[config.mk]
export PLATFORM = sky130hd
export DESIGN_NAME = uart_rx_ctrl_flat
export DESIGN_NICKNAME = d
export VERILOG_FILES = /design/src/rtl/uart_pkg.sv /design/src/rtl/uart_rx_ctrl_if.sv /design/src/rtl/uart_rx_ctrl.sv /design/src/flat_wrapper.sv
export SDC_FILE = /design/constraint.sdc
export NUM_CORES = 1
export LEC_CHECK = 0
export ABC_AREA = 1
export CORE_AREA = 2 2 58 60
export CTS_CLUSTER_DIAMETER = 100
export DETAILED_ROUTE_END_ITERATION = 6
export DIE_AREA = 0 0 60 62
export GPL_ROUTABILITY_DRIVEN = 0
export PLACE_DENSITY_LB_ADDON = 0.25
export REMOVE_ABC_BUFFERS = 1
export SLEW_MARGIN = 20
export SYNTH_ARGS = -nofsm -noshare
export SYNTH_HDL_FRONTEND = slang
export SYNTH_SLANG_ARGS = --single-unit
[constraint.sdc]
create_clock -name Baud_Clk -period 1.6 [get_ports Baud_Clk]
set_clock_uncertainty 0.15 [all_clocks]
set_input_delay 0.16 -clock Baud_Clk [delete_from_list [all_inputs] [get_ports Baud_Clk]]
set_output_delay 0.16 -clock Baud_Clk [all_outputs]
set_load 0.1 [all_outputs]
[src/rtl/uart_pkg.sv]
// uart_pkg: shared constants and FSM state encoding for the UART receive controller.
//   state_e       : IDLE / DATA / PARITY / STOP / RECOVER, 3-bit encoding
//   SIPO_W        : width of the adjacent right-shifting SIPO
//   MAX_DATA_BITS : largest legal DATA_BITS
//   CNT_W         : bit-counter width, big enough to hold MAX_DATA_BITS without wrapping
package uart_pkg;
  typedef enum logic [2:0] {
    IDLE    = 3'd0,
    DATA    = 3'd1,
    PARITY  = 3'd2,
    STOP    = 3'd3,
    RECOVER = 3'd4
  } state_e;
  localparam int SIPO_W        = 32;
  localparam int MAX_DATA_BITS = 32;
  localparam int CNT_W         = $clog2(MAX_DATA_BITS + 1);
endpackage

[src/rtl/uart_rx_ctrl_if.sv]
// uart_rx_ctrl_if: host-side result bundle of the UART receive controller.
//   Rx_word    : received data, right-aligned, upper bits zero
//   Rx_valid   : one-cycle pulse per completed frame
//   Parity_err : parity mismatch, meaningful only with Rx_valid
//   Frame_err  : stop bit sampled low, meaningful only with Rx_valid
//   Busy       : receiver is not idle
//   master = receiver side (drives), slave = host side (observes)
interface uart_rx_ctrl_if;
  import uart_pkg::*;
  logic [SIPO_W-1:0] Rx_word;
  logic              Rx_valid;
  logic              Parity_err;
  logic              Frame_err;
  logic              Busy;
  modport master (output Rx_word, Rx_valid, Parity_err, Frame_err, Busy);
  modport slave  (input  Rx_word, Rx_valid, Parity_err, Frame_err, Busy);
endinterface

[src/rtl/uart_rx_ctrl.sv]
// uart_rx_ctrl: one-sample-per-bit UART receive controller driving an external 32-bit SIPO.
//   Baud_Clk : bit-rate clock, one rising edge per bit time
//   Reset    : asynchronous, active-low
//   Rx_In    : serial line, idle high, LSB first
//   Rx_data  : SIPO parallel output, newest bit at [31]
//   Shift1   : SIPO shift enable, high while in DATA
//   host     : uart_rx_ctrl_if.master (Rx_word, Rx_valid, Parity_err, Frame_err, Busy)
// Optional feature: define UART_RX_PARITY_EN to add the parity bit (PARITY_ODD selects odd parity).
module uart_rx_ctrl
  import uart_pkg::*;
#(
  parameter int DATA_BITS = 8
`ifdef UART_RX_PARITY_EN
  , parameter bit PARITY_ODD = 1'b0
`endif
) (
  input  logic              Baud_Clk,
  input  logic              Reset,
  input  logic              Rx_In,
  input  logic [SIPO_W-1:0] Rx_data,
  output logic              Shift1,
  uart_rx_ctrl_if.master    host
);
  localparam logic [CNT_W-1:0] LAST = CNT_W'(DATA_BITS - 1);
  localparam int SHAMT = SIPO_W - DATA_BITS;
`ifdef UART_RX_PARITY_EN
  localparam state_e AFTER_DATA = PARITY;
`else
  localparam state_e AFTER_DATA = STOP;
`endif
  state_e            state_q, state_d;
  logic [CNT_W-1:0]  cnt_q, cnt_d;
  logic [SIPO_W-1:0] word_q, word_d;
  logic              valid_q, valid_d;
  logic              ferr_q, ferr_d;
`ifdef UART_RX_PARITY_EN
  logic              acc_q, acc_d;
  logic              pend_q, pend_d;
  logic              perr_q, perr_d;
`endif
  always_ff @(posedge Baud_Clk or negedge Reset)
    if (!Reset) begin
      state_q <= IDLE;
      cnt_q   <= '0;
      word_q  <= '0;
      valid_q <= 1'b0;
      ferr_q  <= 1'b0;
`ifdef UART_RX_PARITY_EN
      acc_q   <= 1'b0;
      pend_q  <= 1'b0;
      perr_q  <= 1'b0;
`endif
    end else begin
      state_q <= state_d;
      cnt_q   <= cnt_d;
      word_q  <= word_d;
      valid_q <= valid_d;
      ferr_q  <= ferr_d;
`ifdef UART_RX_PARITY_EN
      acc_q   <= acc_d;
      pend_q  <= pend_d;
      perr_q  <= perr_d;
`endif
    end
  // Flags default to 0 every cycle so they are only ever high alongside Rx_valid.
  always_comb begin
    state_d = state_q;
    cnt_d   = cnt_q;
    word_d  = word_q;
    valid_d = 1'b0;
    ferr_d  = 1'b0;
`ifdef UART_RX_PARITY_EN
    acc_d   = acc_q;
    pend_d  = pend_q;
    perr_d  = 1'b0;
`endif
    case (state_q)
      IDLE: if (!Rx_In) begin
        state_d = DATA;
        cnt_d   = '0;
`ifdef UART_RX_PARITY_EN
        acc_d   = 1'b0;
`endif
      end
      DATA: begin
        cnt_d   = cnt_q + 1'b1;
        state_d = (cnt_q == LAST) ? AFTER_DATA : DATA;
`ifdef UART_RX_PARITY_EN
        acc_d   = acc_q ^ Rx_In;
`endif
      end
`ifdef UART_RX_PARITY_EN
      PARITY: begin
        pend_d  = acc_q ^ Rx_In ^ PARITY_ODD;
        state_d = STOP;
      end
`endif
      STOP: begin
        // SIPO shifts right, so the frame's DATA_BITS bits sit at the top.
        word_d  = Rx_data >> SHAMT;
        valid_d = 1'b1;
        ferr_d  = ~Rx_In;
        state_d = Rx_In ? IDLE : RECOVER;
`ifdef UART_RX_PARITY_EN
        perr_d  = pend_q;
`endif
      end
      RECOVER: state_d = Rx_In ? IDLE : RECOVER;
      default: state_d = IDLE;
    endcase
  end
  assign Shift1          = state_q == DATA;
  assign host.Busy       = state_q != IDLE;
  assign host.Rx_word    = word_q;
  assign host.Rx_valid   = valid_q;
  assign host.Frame_err  = ferr_q;
`ifdef UART_RX_PARITY_EN
  assign host.Parity_err = perr_q;
`else
  assign host.Parity_err = 1'b0;
`endif
endmodule

[src/flat_wrapper.sv]
// flat-port wrapper written by rule: the top's interface ports become plain ports
module uart_rx_ctrl_flat import uart_pkg::*;
#(
  parameter int DATA_BITS = 8

)
  (Baud_Clk, Reset, Rx_In, Rx_data, Shift1, host_Rx_word, host_Rx_valid, host_Parity_err, host_Frame_err, host_Busy);
  uart_rx_ctrl_if host_i ();
  input  logic Baud_Clk;
  input  logic Reset;
  input  logic Rx_In;
  input  logic [SIPO_W-1:0] Rx_data;
  output logic Shift1;
  output wire logic [$bits(host_i.Rx_word)-1:0] host_Rx_word;
  output wire logic [$bits(host_i.Rx_valid)-1:0] host_Rx_valid;
  output wire logic [$bits(host_i.Parity_err)-1:0] host_Parity_err;
  output wire logic [$bits(host_i.Frame_err)-1:0] host_Frame_err;
  output wire logic [$bits(host_i.Busy)-1:0] host_Busy;
  assign host_Rx_word = host_i.Rx_word;
  assign host_Rx_valid = host_i.Rx_valid;
  assign host_Parity_err = host_i.Parity_err;
  assign host_Frame_err = host_i.Frame_err;
  assign host_Busy = host_i.Busy;
  uart_rx_ctrl #(.DATA_BITS(DATA_BITS)) u_core (.Baud_Clk(Baud_Clk), .Reset(Reset), .Rx_In(Rx_In), .Rx_data(Rx_data), .Shift1(Shift1), .host(host_i));
endmodule
==> metrics.log <==
INFO  metric post-route-cell-area = 0.00137 sq mm
INFO  metric number_of_antenna_violations_at_the_first_check_in_global_routing = 0
INFO  metric synth_mux_area_frac = 0
INFO  metric synthMostInstantiatedCell = sky130_fd_sc_hd__nand2_1
INFO  metric timing_worst_setup_path_type = flip-flop to primary output
INFO  metric netlist.top_cell.by_area = sky130_fd_sc_hd__dfrtp_1
INFO  metric cts_buffer_depth = 2
INFO  metric cell_area_after_technology_mapping = 0.00100 sq mm
INFO  metric crit_family = flip-flops
INFO  metric path_max_fanout = 4
INFO  metric yosys_most_used_dff = sky130_fd_sc_hd__dfrtp_1
INFO  metric synthesis.instances = 121
INFO  metric antennaDiodeCount = 0
INFO  metric achievable-frequency = 0.648 GHz
INFO  metric ys_warns = 0
INFO  metric final_period_minus_worst_setup_slack = 1.54 ns
INFO  metric cts.root.buffer_cell = sky130_fd_sc_hd__clkbuf_4
INFO  metric placement.cell_area = 0.00131 sq mm
INFO  metric timing.rr.end = u_core.host.Rx_word[3]$_DFFE_PN0P_
INFO  metric pin_count = 72
INFO  metric floorplan.die_area = 0.00372 sq mm
INFO  metric async_sr_flop_fraction = 1.00
INFO  metric initial_core_util = 0.316
INFO  metric status = finished, final reports clean
INFO  metric tritoncts_clock_tree = done
INFO  metric synth_seq_cells = 19
INFO  metric post-place-cells = 189
INFO  metric seq_area_frac_synth = 0.473
INFO  metric critical_path.cell_chain = nor2_4 -> nand2_4 -> inv_4 -> buf_12
INFO  metric kind_of_end_point_of_the_critical_path = primary output
INFO  metric postRouteAntennaNets = 0
INFO  metric synth_commonest_cells = sky130_fd_sc_hd__nand2_1, sky130_fd_sc_hd__buf_4, sky130_fd_sc_hd__dfrtp_1, sky130_fd_sc_hd__inv_1, sky130_fd_sc_hd__nand3_1
INFO  metric synth_xor_area_frac = 0
INFO  metric main_combinational_cell_family_by_area_after_synthesis = simple AND/OR/NAND/NOR gates
INFO  metric dieWidth = 60 um
INFO  metric final-max-slew-violation-count = 0
INFO  metric timing.rr.start = u_core.state_q[2]$_DFFE_PN0P_
INFO  metric insertion_delay = 0.30 ns
INFO  metric detail_route.wirelength = 1810 um
INFO  metric area_share_of_and_or_nand_nor_cells_after_synthesis = 0.243
INFO  metric wl_per_cell = 9.21 um
INFO  metric synth-edff-count = 0
INFO  metric num_rows = 21
INFO  metric core_area = 0.00318 sq mm
INFO  metric vias = 765
INFO  metric drc = 0
INFO  metric cts-htree-levels = 1
INFO  metric worst_hold_path_type = input port to asynchronous set/reset pin
INFO  metric final_layout_size_suffix_gt1_frac = 0.187
INFO  metric critPathMaxStageDelay = 0.43 ns
INFO  metric flow.area_growth_from_synthesis = 36.4%
INFO  metric worst_setup_startpoint = u_core.state_q[1]$_DFFE_PN0P_
INFO  metric timing.critical_path.buf_inv = 2
INFO  metric cp.required = 1.29 ns
INFO  metric global_route_wire_length_before_repair = 3110 um
INFO  metric synth-adder-area-share = 0.0125
INFO  metric yosysTopAreaCellShare = 0.473
INFO  metric worst_setup_hold_path_clk_slew = 0.12 ns
INFO  metric cts-hold-fix-buffers = 0
INFO  metric finalHoldViolCount = 0
INFO  metric detail_route.first_pass.iterations = 4
INFO  metric timing.critical_path.arrival = 1.23 ns
INFO  metric nNetsFinal = 187
INFO  metric critPathSlowestCell = sky130_fd_sc_hd__dfrtp_1
INFO  metric grt_pass1_vias = 703
INFO  metric place.port_buffers = 22
INFO  metric grt_usage = 0.115
INFO  metric cts_buffers = 3
INFO  metric layoutNonFillerInstCount = 196
INFO  metric setup_violations = 0
INFO  metric tritoncts_num_sinks = 19
INFO  metric yosysUniqueCellTypes = 18
INFO  metric detailedRoute.firstIterationViolations = 31
INFO  metric min_period_over_period = 0.965
INFO  metric max_cap_viol_count = 0
INFO  metric hpwl_detailed = 1400 um
INFO  metric synth_compound_gate_area_share = 0.0324
INFO  metric rsz0062_at_grt = yes
INFO  metric grt_start_max_net_pins = 20
INFO  metric rr_worst_depth = 6
INFO  metric synth.top_cells.by_area = sky130_fd_sc_hd__dfrtp_1, sky130_fd_sc_hd__buf_4, sky130_fd_sc_hd__nand2_1
INFO  metric routed_via_density = 3.90
INFO  metric die_y = 62 um
INFO  metric synth.avg_cell_area = 8.30 sq um
INFO  metric overflow = 0
INFO  metric r2r_slack = 0.23 ns
INFO  metric setup.worst_path.start_class = flip-flop
## worst max-delay path by stage
stage                                              to  cells after the start
after global routing                           Shift1                      4
after floorplan                             host_Busy                      2
after CTS                                      Shift1                      4
after detailed placement  u_core.cnt_q[0]$_DFFE_PN0P_                      5
final                                          Shift1                      4
after global placement    u_core.cnt_q[0]$_DFFE_PN0P_                      5
## per-layer routing
layer / wire, um / global-route usage
met3: 92 / 0.0290
met4: 26 / 0.0667
met5: 0 / 0
met2: 922 / 0.207
met1: 764 / 0.122
## cell type report
| type | count | area [sq um] |
|---|---|---|
| flip-flops and latches | 19 | 475 |
| inverters | 11 | 43.8 |
| repair buffers | 27 | 378 |
| clock inverters | 1 | 5.00 |
| clock buffers | 3 | 22.5 |
| well taps | 46 | 57.6 |
| multi-input cells | 89 | 388 |
| fillers | 317 | 1810 |
## worst reg2reg max path, cell delays in order (launching register included)
cell and delay, ns:
sky130_fd_sc_hd__dfrtp_1 0.42, sky130_fd_sc_hd__buf_4 0.15, sky130_fd_sc_hd__inv_1 0.04, sky130_fd_sc_hd__nand3_1 0.17
sky130_fd_sc_hd__buf_4 0.23, sky130_fd_sc_hd__nand2_1 0.06, sky130_fd_sc_hd__nand2_1 0.05
## cell usage in the layout (no fill, tap or decap), types with 2 or more instances in the layout
cell                              synthesis  routed
sky130_fd_sc_hd__nand2_1                 41      41
sky130_fd_sc_hd__o21ai_0                  2       2
sky130_fd_sc_hd__buf_4                   26       5
sky130_fd_sc_hd__buf_12                   0      12
sky130_fd_sc_hd__clkbuf_4                 0       3
sky130_fd_sc_hd__dfrtp_1                 19      19
sky130_fd_sc_hd__nand3_1                  7       7
sky130_fd_sc_hd__clkdlybuf4s50_1          0      10
sky130_fd_sc_hd__nor2_1                   5       5
sky130_fd_sc_hd__inv_1                    9       9
sky130_fd_sc_hd__conb_1                   1      25
## registers in the layout (all words and copies together) (netlist names)
| signal | cells |
|---|---|
| u_core.cnt_q | 6 |
| u_core.host.Rx_word | 8 |
| u_core.host.Frame_err | 1 |
| u_core.state_q | 3 |
| u_core.host.Rx_valid | 1 |
## cell families after synthesis
kind of cell,after synthesis
buffers and inverters,37
AO/OA/AOI/OAI,5
adder cells (fa/ha/maj),1
AND/OR/NAND/NOR,58
flip-flops,19
other,1
## timing repair
item | CTS | global route
gates cloned | 0 | 0
buffers inserted | 1 | 2
pin swaps | 0 | 1
resized for setup | 2 | 0
setup endpoints to repair | 1 | 1
## stage by stage
step	utilization	hold slack [ns]	worst slack, ns	setup TNS, ns
global placement	0.413	0.346	0.236	0
floorplan	-	-0.286	0.178	0
global route	0.431	0.0491	-0.0119	-0.0119
detailed placement	0.413	0.345	0.236	0
CTS	0.426	0.0319	0.0106	0
finish	0.431	0.0356	0.0563	0
Power is left out: the tool's default activity adds up to more than one toggle a clock period on the data nets, which glitch-free logic cannot reach.
